<file path="config.mk">
export PLATFORM = sky130hd
export DESIGN_NAME = conv_output_writer
export DESIGN_NICKNAME = d
export VERILOG_FILES = /design/src/rtl/conv_output_writer.sv
export SDC_FILE = /design/constraint.sdc
export NUM_CORES = 1
export LEC_CHECK = 0
export BUFFER_PORTS_ARGS = -buffer_cell sky130_fd_sc_hd__buf_2
export CORE_MARGIN = 5
export CORE_UTILIZATION = 25
export CTS_BUF_LIST = sky130_fd_sc_hd__clkbuf_8
export CTS_CLUSTER_SIZE = 40
export DETAILED_ROUTE_END_ITERATION = 16
export HOLD_SLACK_MARGIN = 0.03
export MAX_ROUTING_LAYER = met4
export PLACE_DENSITY = 0.46
export SYNTH_ARGS = -nofsm -noshare
export SYNTH_HDL_FRONTEND = slang
export SYNTH_SLANG_ARGS = --single-unit
</file>
<file path="constraint.sdc">
create_clock -name clk -period 3.9 [get_ports clk]
set_input_delay 0.39 -clock clk [delete_from_list [all_inputs] [get_ports clk]]
set_output_delay 0.39 -clock clk [all_outputs]
set_load 0.02 [all_outputs]
</file>
<file path="src/rtl/conv_output_writer.sv">
`default_nettype none
// ============================================================================
// Module   : conv_output_writer
// Brief    : Output-side SRAM writer for the convolution datapath. Packs the
//            1-bit-per-pixel result stream into one word per output row (MSB
//            first) and writes an optional dimension header, the row words
//            and an end-of-stream marker to the output SRAM.
//            Build option: define OUT_HDR_EN to emit the two header words
//            (row count, column count) ahead of the row words.
// Revision : 1.0 - initial release
// ============================================================================
module conv_output_writer #(
  parameter int                ADDR_W   = 12,
  parameter int                DATA_W   = 16,
  parameter logic [DATA_W-1:0] END_WORD = 16'h00FF
) (
  input  logic              clk,
  input  logic              reset_b,
  input  logic              img_start,
  input  logic [4:0]        out_nrows,
  input  logic [4:0]        out_ncols,
  input  logic              pix_valid,
  input  logic              pix_data,
  output logic              pix_ready,
  input  logic              stream_end,
  input  logic              addr_clear,
  output logic              dut_sram_write_enable,
  output logic [ADDR_W-1:0] dut_sram_write_address,
  output logic [DATA_W-1:0] dut_sram_write_data,
  output logic              wr_busy,
  output logic              img_done
);

  // State encoding
  localparam logic [2:0] c_st_idle    = 3'd0;
`ifdef OUT_HDR_EN
  localparam logic [2:0] c_st_hdr_r   = 3'd1;
  localparam logic [2:0] c_st_hdr_c   = 3'd2;
`endif
  localparam logic [2:0] c_st_collect = 3'd3;
  localparam logic [2:0] c_st_term    = 3'd4;

  // First state after an accepted img_start
`ifdef OUT_HDR_EN
  localparam logic [2:0] c_st_first   = c_st_hdr_r;
`else
  localparam logic [2:0] c_st_first   = c_st_collect;
`endif

  // Column 0 lands in the word MSB
  localparam logic [DATA_W-1:0] c_msb_bit = {1'b1, {(DATA_W-1){1'b0}}};

  logic [2:0]        r_state;
  logic [2:0]        w_state_nxt;
  logic [4:0]        r_nrows;
  logic [4:0]        r_ncols;
  logic [4:0]        r_row;
  logic [4:0]        r_col;
  logic [DATA_W-1:0] r_shift;
  logic              r_end_pend;

  logic              w_start;
  logic              w_accept;
  logic              w_last_col;
  logic              w_last_row;
  logic              w_row_done;
  logic              w_img_last;
  logic              w_busy_state;
  logic [DATA_W-1:0] w_bit_mask;
  logic [DATA_W-1:0] w_row_word;

  logic              w_we_nxt;
  logic [DATA_W-1:0] w_data_nxt;
  logic              w_done_nxt;
  logic              w_ready_nxt;
  logic              w_busy_nxt;

  // stream_end has priority over img_start in IDLE, so a coincident start is dropped
  assign w_start      = (r_state == c_st_idle) && img_start && !stream_end;
  assign w_accept     = pix_valid && pix_ready;
  assign w_last_col   = (r_col == (r_ncols - 5'd1));
  assign w_last_row   = (r_row == (r_nrows - 5'd1));
  assign w_row_done   = (r_state == c_st_collect) && w_accept && w_last_col;
  assign w_img_last   = w_row_done && w_last_row;
  assign w_busy_state = (r_state != c_st_idle) && (r_state != c_st_term);
  assign w_bit_mask   = c_msb_bit >> r_col;
  assign w_row_word   = r_shift | (pix_data ? w_bit_mask : {DATA_W{1'b0}});

  // State register
  always_ff @(posedge clk or negedge reset_b) begin
    if (!reset_b) begin
      r_state <= c_st_idle;
    end else begin
      r_state <= w_state_nxt;
    end
  end

  // Next-state logic; TERM issues its END_WORD write on the way back to IDLE
  always_comb begin
    w_state_nxt = r_state;
    case (r_state)
      c_st_idle: begin
        if (stream_end) begin
          w_state_nxt = c_st_term;
        end else if (img_start) begin
          w_state_nxt = c_st_first;
        end
      end
`ifdef OUT_HDR_EN
      c_st_hdr_r:   w_state_nxt = c_st_hdr_c;
      c_st_hdr_c:   w_state_nxt = c_st_collect;
`endif
      c_st_collect: begin
        if (w_img_last) begin
          w_state_nxt = (r_end_pend || stream_end) ? c_st_term : c_st_idle;
        end
      end
      c_st_term:    w_state_nxt = c_st_idle;
      default:      w_state_nxt = c_st_idle;
    endcase
  end

  // Next values of the registered SRAM write port and img_done
  always_comb begin
    w_we_nxt   = 1'b0;
    w_data_nxt = dut_sram_write_data;
    w_done_nxt = 1'b0;
    case (r_state)
      c_st_idle: begin
`ifdef OUT_HDR_EN
        if (w_start) begin
          w_we_nxt   = 1'b1;
          w_data_nxt = {{(DATA_W-5){1'b0}}, out_nrows};
        end
`endif
      end
`ifdef OUT_HDR_EN
      c_st_hdr_r: begin
        w_we_nxt   = 1'b1;
        w_data_nxt = {{(DATA_W-5){1'b0}}, r_ncols};
      end
`endif
      c_st_collect: begin
        if (w_row_done) begin
          w_we_nxt   = 1'b1;
          w_data_nxt = w_row_word;
          w_done_nxt = w_last_row;
        end
      end
      c_st_term: begin
        w_we_nxt   = 1'b1;
        w_data_nxt = END_WORD;
      end
      default: ;
    endcase
  end

  // busy stays up through the img_done cycle and drops afterwards
  assign w_ready_nxt = (w_state_nxt == c_st_collect);
  assign w_busy_nxt  = ((w_state_nxt != c_st_idle) && (w_state_nxt != c_st_term)) || w_done_nxt;

  // Registered outputs
  always_ff @(posedge clk or negedge reset_b) begin
    if (!reset_b) begin
      dut_sram_write_enable <= 1'b0;
      dut_sram_write_data   <= {DATA_W{1'b0}};
      img_done              <= 1'b0;
      pix_ready             <= 1'b0;
      wr_busy               <= 1'b0;
    end else begin
      dut_sram_write_enable <= w_we_nxt;
      dut_sram_write_data   <= w_data_nxt;
      img_done              <= w_done_nxt;
      pix_ready             <= w_ready_nxt;
      wr_busy               <= w_busy_nxt;
    end
  end

  // Dimension latch, row/column counters and row shift register
  always_ff @(posedge clk or negedge reset_b) begin
    if (!reset_b) begin
      r_nrows <= 5'd0;
      r_ncols <= 5'd0;
      r_row   <= 5'd0;
      r_col   <= 5'd0;
      r_shift <= {DATA_W{1'b0}};
    end else if (w_start) begin
      r_nrows <= out_nrows;
      r_ncols <= out_ncols;
      r_row   <= 5'd0;
      r_col   <= 5'd0;
      r_shift <= {DATA_W{1'b0}};
    end else if (w_row_done) begin
      r_col   <= 5'd0;
      r_shift <= {DATA_W{1'b0}};
      r_row   <= r_row + 5'd1;
    end else if ((r_state == c_st_collect) && w_accept) begin
      r_col   <= r_col + 5'd1;
      r_shift <= w_row_word;
    end
  end

  // End request raised while an image is in flight is held until the last row
  always_ff @(posedge clk or negedge reset_b) begin
    if (!reset_b) begin
      r_end_pend <= 1'b0;
    end else if (w_state_nxt == c_st_term) begin
      r_end_pend <= 1'b0;
    end else if (w_busy_state && stream_end) begin
      r_end_pend <= 1'b1;
    end
  end

  // Write address: post-increments after each write, persists across images
  always_ff @(posedge clk or negedge reset_b) begin
    if (!reset_b) begin
      dut_sram_write_address <= {ADDR_W{1'b0}};
    end else if ((r_state == c_st_idle) && addr_clear) begin
      dut_sram_write_address <= {ADDR_W{1'b0}};
    end else if (dut_sram_write_enable) begin
      dut_sram_write_address <= dut_sram_write_address + {{(ADDR_W-1){1'b0}}, 1'b1};
    end
  end

endmodule
`default_nettype wire

</file>
==> out/results.ini, run 1 <==
[outcome]
status=finished, final reports clean

[global_route]
grt_max_degree=33
grt_pass1_wl_um=13000
track_usage=0.1040
grt_pass1_vias=2522
grt-ovfl-total=0
grt_antenna_before_repair=0

[logic_synthesis]
ys_ff_latch=72
synthTopCellsByArea=dfrtp_1, a21oi_1, nor2_1
synth-xor-area-share=0.05746
avgSynthCellArea_um2=9.862
synth_top_family_by_area=simple AND/OR/NAND/NOR gates
synthAdderAreaFrac=0.03731
synth_area_leader_cell=dfrtp_1
yosysWarningCount=0
synth.most_common_cell=dfrtp_1
ys_types=45
ys_top_cells_by_count=dfrtp_1, nor2_1, nand2_1
synth-seq-area-share=0.5373
async_reset_ff_frac=1.000
syn-instance-count=340
synth_edf_count=0
synth_area_um2=3353
syn-num-nets=367
muxShareOfSynthArea=0.009328
ys.flop_type=dfrtp_1
yosys.area_share.simple=0.1679
synth_top_area_frac=0.5373
synth_compound_area_frac=0.1493

[clock_network]
ctsRootBufferMaster=clkbuf_8
ctsHtreeMaxLevel=3
numClockSinks=72
clk_pin_slew_ns=0.09
cts_buffers=9
post_cts_resized=0
cts_tree=built
clock_path_buffers=2
worst_skew_pair.late_latency_ns=0.36

[timing]
fmax_ghz=0.4047
relSlewSlack=0.2731
rsz0062_at_grt=no
whs_ns=0.2317
min_period_over_period=0.6335
finalSetupTns_ns=0
worst_slack_ns=1.429
finalHoldViolCount=0
finClkSkew_ns=0.01412
worst_pin_slew_ns=1.088
slew_viol_final=0
period_needed_ns=2.471
setup_violations=0

[worst_hold_path]
worstHoldStart=out_nrows[3]
min_path_cells=3
hp-class=in -> reg
hold-path-endpoint=r_nrows[3]$_DFFE_PN0P_

[placed_design]
dpl.hpwl_um=5599
portBuffers=48
post-place-ws_ns=1.339
place_congestion=0.7341

[floorplan]
die_h_um=125.8
die_x_um=125.8
fp.coreArea_um2=13190
pin_count=49
fp.dieArea_um2=15830
initial_core_util=0.2542
rows=42

[critical_path]
slowest_delay_ns=0.78
reg2reg_slack_ns=1.43
reg2regPathDepth=6
crit_chain=nand3b_1 -> nor2_1 -> buf_4 -> nand4_1 -> o21ai_2 -> o22ai_1
timing.rr.end=dut_sram_write_data[14]$_DFFE_PN0P_
cp_data_required_time_ns=4.12
setup.worst_path.start_class=flop
path_buf_inv=1
critPathKind=reg -> reg
worstPathArrival_ns=2.69
cp-end-kind=flop
cp_max_fo=17
startpoint=r_state[2]$_DFF_PN0_
timing.rr.start=r_state[2]$_DFF_PN0_
slowest_stage=o21ai_2
cpLargestDelayFamily=compound AO/OA/AOI/OAI gates

[final_layout]
ff_latch_area_um2=1802
drive_above_1_share=0.1873
syn2layout_area_growth_pct=19.18
fill_cells=1390
layout.nets=417
multi_input_area_um2=1413
diodes=0

[routing]
final_antenna_net_count=0
drtIter0Drc=149
wire_per_inst_um=13.66
post_drt_via_cell_ratio=4.510
vias=2575
drc_errors=0
drt_first_pass_iters=4
routed_wl_um=7801

[flow_run]
drv_cap=0

[power_and_ir_drop]
leakage_nw=1.845
vdd_ir_drop_max_mv=0.1202
p_per_area_nw_per_um2=469.2

-- repair_timing --
item / CTS / global route
setup buffers: 0 / 0
endpoints found under the hold margin: 10 / 0
hold buffers: 1 / 0
-- cell families (layout without fill, tap and decap cells) --
group | count (synthesis) | in the layout
AOI/OAI and AO/OA | 83 | 83
xor gates and xnor gates | 22 | 22
adders and majority gates | 10 | 10
buffers and inverters | 34 | 89
DFF | 72 | 72
muxes | 3 | 3
and+or+nand+nor | 116 | 116
-- sequential cells by signal (all words and copies together) (netlist names), 3 cells and up --
name,cells
r_col,5
r_row,5
dut_sram_write_address,12
r_nrows,5
r_state,3
dut_sram_write_data,16
r_ncols,5
r_shift,16
-- stage by stage --
stage	total power, mW	instance area (um^2)	instances	utilization
floorplan	1.161	3353	340	-
global placement	1.273	3784	554	0.2869
detailed placement	1.284	3784	554	0.2869
global route	1.986	3996	571	0.3030
CTS	1.902	3996	571	0.3030
finish	1.875	3996	571	0.3030
-- report_power, final --
group	leakage, nW	internal (mW)	switching, mW
clock network	0.104	0.302	0.311
registers	0.941	0.811	0.0729
logic	0.799	0.154	0.224
total	1.84	1.27	0.608
-- final cells by class --
cell class                 instances  area share
clock buffer                       9     0.03100
clock inverter                     7     0.01972
inverter                          19     0.01785
multi-input combinational        234      0.3535
sequential                        72      0.4508
tap                              176     0.05510
timing repair buffer              54     0.07201
-- worst max path at each step --
stage / endpoint / cells after the start
3_5_place_dp: dut_sram_write_data[14]$_DFFE_PN0P_ / 6
6_report: dut_sram_write_data[14]$_DFFE_PN0P_ / 6
4_1_cts: dut_sram_write_data[11]$_DFFE_PN0P_ / 6
2_1_floorplan: r_row[4]$_DFFE_PN0P_ / 7
5_1_grt: dut_sram_write_data[10]$_DFFE_PN0P_ / 6
3_3_place_gp: dut_sram_write_data[14]$_DFFE_PN0P_ / 6
-- layer usage --
metal / vias to the layer above / routed length, um / GRT usage / part of all wire
met2: 48 / 3406 / 0.1520 / 0.44
met3: 11 / 335 / 0.02625 / 0.043
li1: 1276 / - / - / -
met1: 1240 / 3918 / 0.1376 / 0.50
met5: - / 0 / - / 0
met4: 0 / 141 / 0.04353 / 0.018
-- worst min-delay path: cells and delay by family --
family,cells,cell delay (ns)
buffers and inverters,1,0.07
and+or+nand+nor,2,0.08
-- placed cells by master, fill, tap and decap left out, types with 2 or more instances in the layout --
cell and instances:
or4_1 2, ha_1 10, a21oi_1 31, buf_4 5, clkbuf_8 9, a211oi_1 2
nor3_1 4, nor2b_1 3, nand4_1 8, inv_6 2, o21ai_0 14, a31oi_1 10
and2_1 4, mux2i_1 2, xor2_1 15, and3_1 3, dfrtp_1 72, o31ai_1 2
nor2_1 37, inv_1 19, xnor2_1 7, nand2b_1 3, nand3_1 5, buf_2 48
nand3b_1 2, nand2_1 34, clkinv_4 3, a2bb2oi_1 8, o22ai_1 8, or3_1 4
(Power assumes the default switching activity.)
==> run 2, diff against run 1 <==
- clock period: 3.9 -> 2.6 ns (I/O delays scaled with it)
==> run 2 against run 1 <==
Compared with the run above:
- clock power up 29%
- register-to-register slack worse by 1.1 ns
- via count up 2.1%
- critical path depth unchanged
- maximum frequency up 10%
- global-route usage up 0.49 points
- first-iteration DRC count up 38%
- critical endpoint is now r_row[3]$_DFFE_PN0P_
==> out/results.ini, run 2 (synthesized netlist as in run 1, its figures left out) <==
[outcome]
status=finished, final reports clean

[worst_hold_path]
worstHoldStart=out_nrows[4]
hold-path-endpoint=r_nrows[4]$_DFFE_PN0P_
min_path_cells=3
hp-class=in -> reg

[flow_run]
drv_cap=0

[critical_path]
reg2reg_slack_ns=0.35
cp_max_fo=12
cp-end-kind=flop
timing.rr.start=r_ncols[0]$_DFFE_PN0P_
timing.rr.end=r_row[3]$_DFFE_PN0P_
critPathKind=reg -> reg
worstPathArrival_ns=2.51
cp_data_required_time_ns=2.87
setup.worst_path.start_class=flop
reg2regPathDepth=6

[final_layout]
drive_above_1_share=0.1975
reg_top3=dut_sram_write_data: 16 flops, r_shift: 16 flops, dut_sram_write_address: 12 flops
fin_util=0.3040
diodes=0
layout.nets=423
ff_latch_area_um2=1802
fill_cells=1414
syn2layout_area_growth_pct=19.59
final_cell_mix=dfrtp_1, buf_2, nor2_1
multi_input_area_um2=1413
final_common_cell=dfrtp_1

[clock_network]
clock_path_buffers=2
ctsHtreeMaxLevel=3
cts_tree=built
worst_skew_pair.late_latency_ns=0.34
ctsRootBufferMaster=clkbuf_8
numClockSinks=72
cts_buffers=9
clk_pin_slew_ns=0.08

[global_route]
grt-ovfl-total=0
use_met1=0.1462
grt_pass1_wl_um=13430
grt_max_degree=29
grt_antenna_before_repair=0
busiest_layer=met2
track_usage=0.1089
grt_pass1_vias=2641
grt_util_met2=0.1583
grtUsageMet3=0.03048

[power_and_ir_drop]
leakage_nw=1.856
p_total_mw=2.696
p_per_area_nw_per_um2=672.4
vdd_ir_drop_max_mv=0.1666

[routing]
drt_first_pass_iters=4
drtIter0Drc=206
wire_per_inst_um=14.03
vias=2628
final_antenna_net_count=0
drc_errors=0
routed_wl_um=8083
post_drt_via_cell_ratio=4.563

[floorplan]
die_h_um=125.8
die_x_um=125.8
fp.dieArea_um2=15830
fp.coreArea_um2=13190
initial_core_util=0.2542
pin_count=49
rows=42

[timing]
worst_pin_slew_ns=0.6859
rsz0062_at_grt=no
finalHoldViolCount=0
finClkSkew_ns=0.009602
min_period_over_period=0.8638
relSlewSlack=0.5427
setup_violations=0
slew_viol_final=0
whs_ns=0.1094
fmax_ghz=0.4453
finalSetupTns_ns=0
period_needed_ns=2.246

[placed_design]
portBuffers=48
place_congestion=0.7907
dpl.hpwl_um=5736

==> run 2: changes by cell type in the layout (fill, tap and decap cells not counted) <==
| cell | previous run | this run |
|---|---|---|
| bufinv_16 | 1 | 0 |
| clkinv_4 | 3 | 1 |
| clkbuf_8 | 9 | 10 |
| clkinv_2 | 1 | 2 |
| clkinvlp_4 | 0 | 2 |
| buf_4 | 5 | 11 |
| inv_6 | 2 | 0 |
==> run 2: cell type report <==
type,count,share of cell area
inverter,19,0.01778
sequential,72,0.4493
tap,176,0.05491
clock buffer,10,0.03432
multi-input combinational,234,0.3523
clock inverter,5,0.008424
timing repair buffer,60,0.08300
==> run 2: worst max-delay path, stage by stage, from the launching register on <==
cell	delay (ns)
dfrtp_1	0.38
inv_1	0.07
ha_1	0.30
xor2_1	0.20
nand4_1	0.43
or4_1	0.64
a21oi_1	0.15
==> run 2: worst max path at each step <==
stage                                 startpoint                    to  cells after the start
after floorplan           r_ncols[0]$_DFFE_PN0P_  r_row[4]$_DFFE_PN0P_                      7
after global placement    r_ncols[0]$_DFFE_PN0P_  r_row[4]$_DFFE_PN0P_                      6
after detailed placement  r_ncols[0]$_DFFE_PN0P_  r_row[4]$_DFFE_PN0P_                      6
after CTS                 r_ncols[0]$_DFFE_PN0P_  r_row[4]$_DFFE_PN0P_                      6
after global routing      r_ncols[0]$_DFFE_PN0P_  r_row[4]$_DFFE_PN0P_                      6
final                     r_ncols[0]$_DFFE_PN0P_  r_row[3]$_DFFE_PN0P_                      6
==> run 2: stage by stage <==
stage	instances	instance area [um^2]	worst slack, ns
after floorplan	340	3353	0.6945
after global placement	560	3829	0.4837
after detailed placement	560	3829	0.3645
after CTS	576	4010	0.3273
after global routing	576	4010	0.1836
final	576	4010	0.3542
==> run 2: report_power, final <==
group | total, mW | switching (mW) | internal, mW
combinational | 0.581 | 0.341 | 0.239
sequential | 1.32 | 0.107 | 1.22
clock | 0.792 | 0.427 | 0.365
total | 2.70 | 0.876 | 1.82
==> run 2: timing repair <==
action	in CTS	in global routing
hold endpoints to repair	25	0
hold buffers	1	0
gates resized for setup	0	0
setup endpoints to repair	0	0
buffers inserted	0	0
==> run 2: routing by layer <==
layer | vias up | part of all wire
met5 | - | 0
met1 | 1283 | 0.49
li1 | 1285 | -
met3 | 7 | 0.042
met4 | 0 | 0.013
met2 | 53 | 0.45
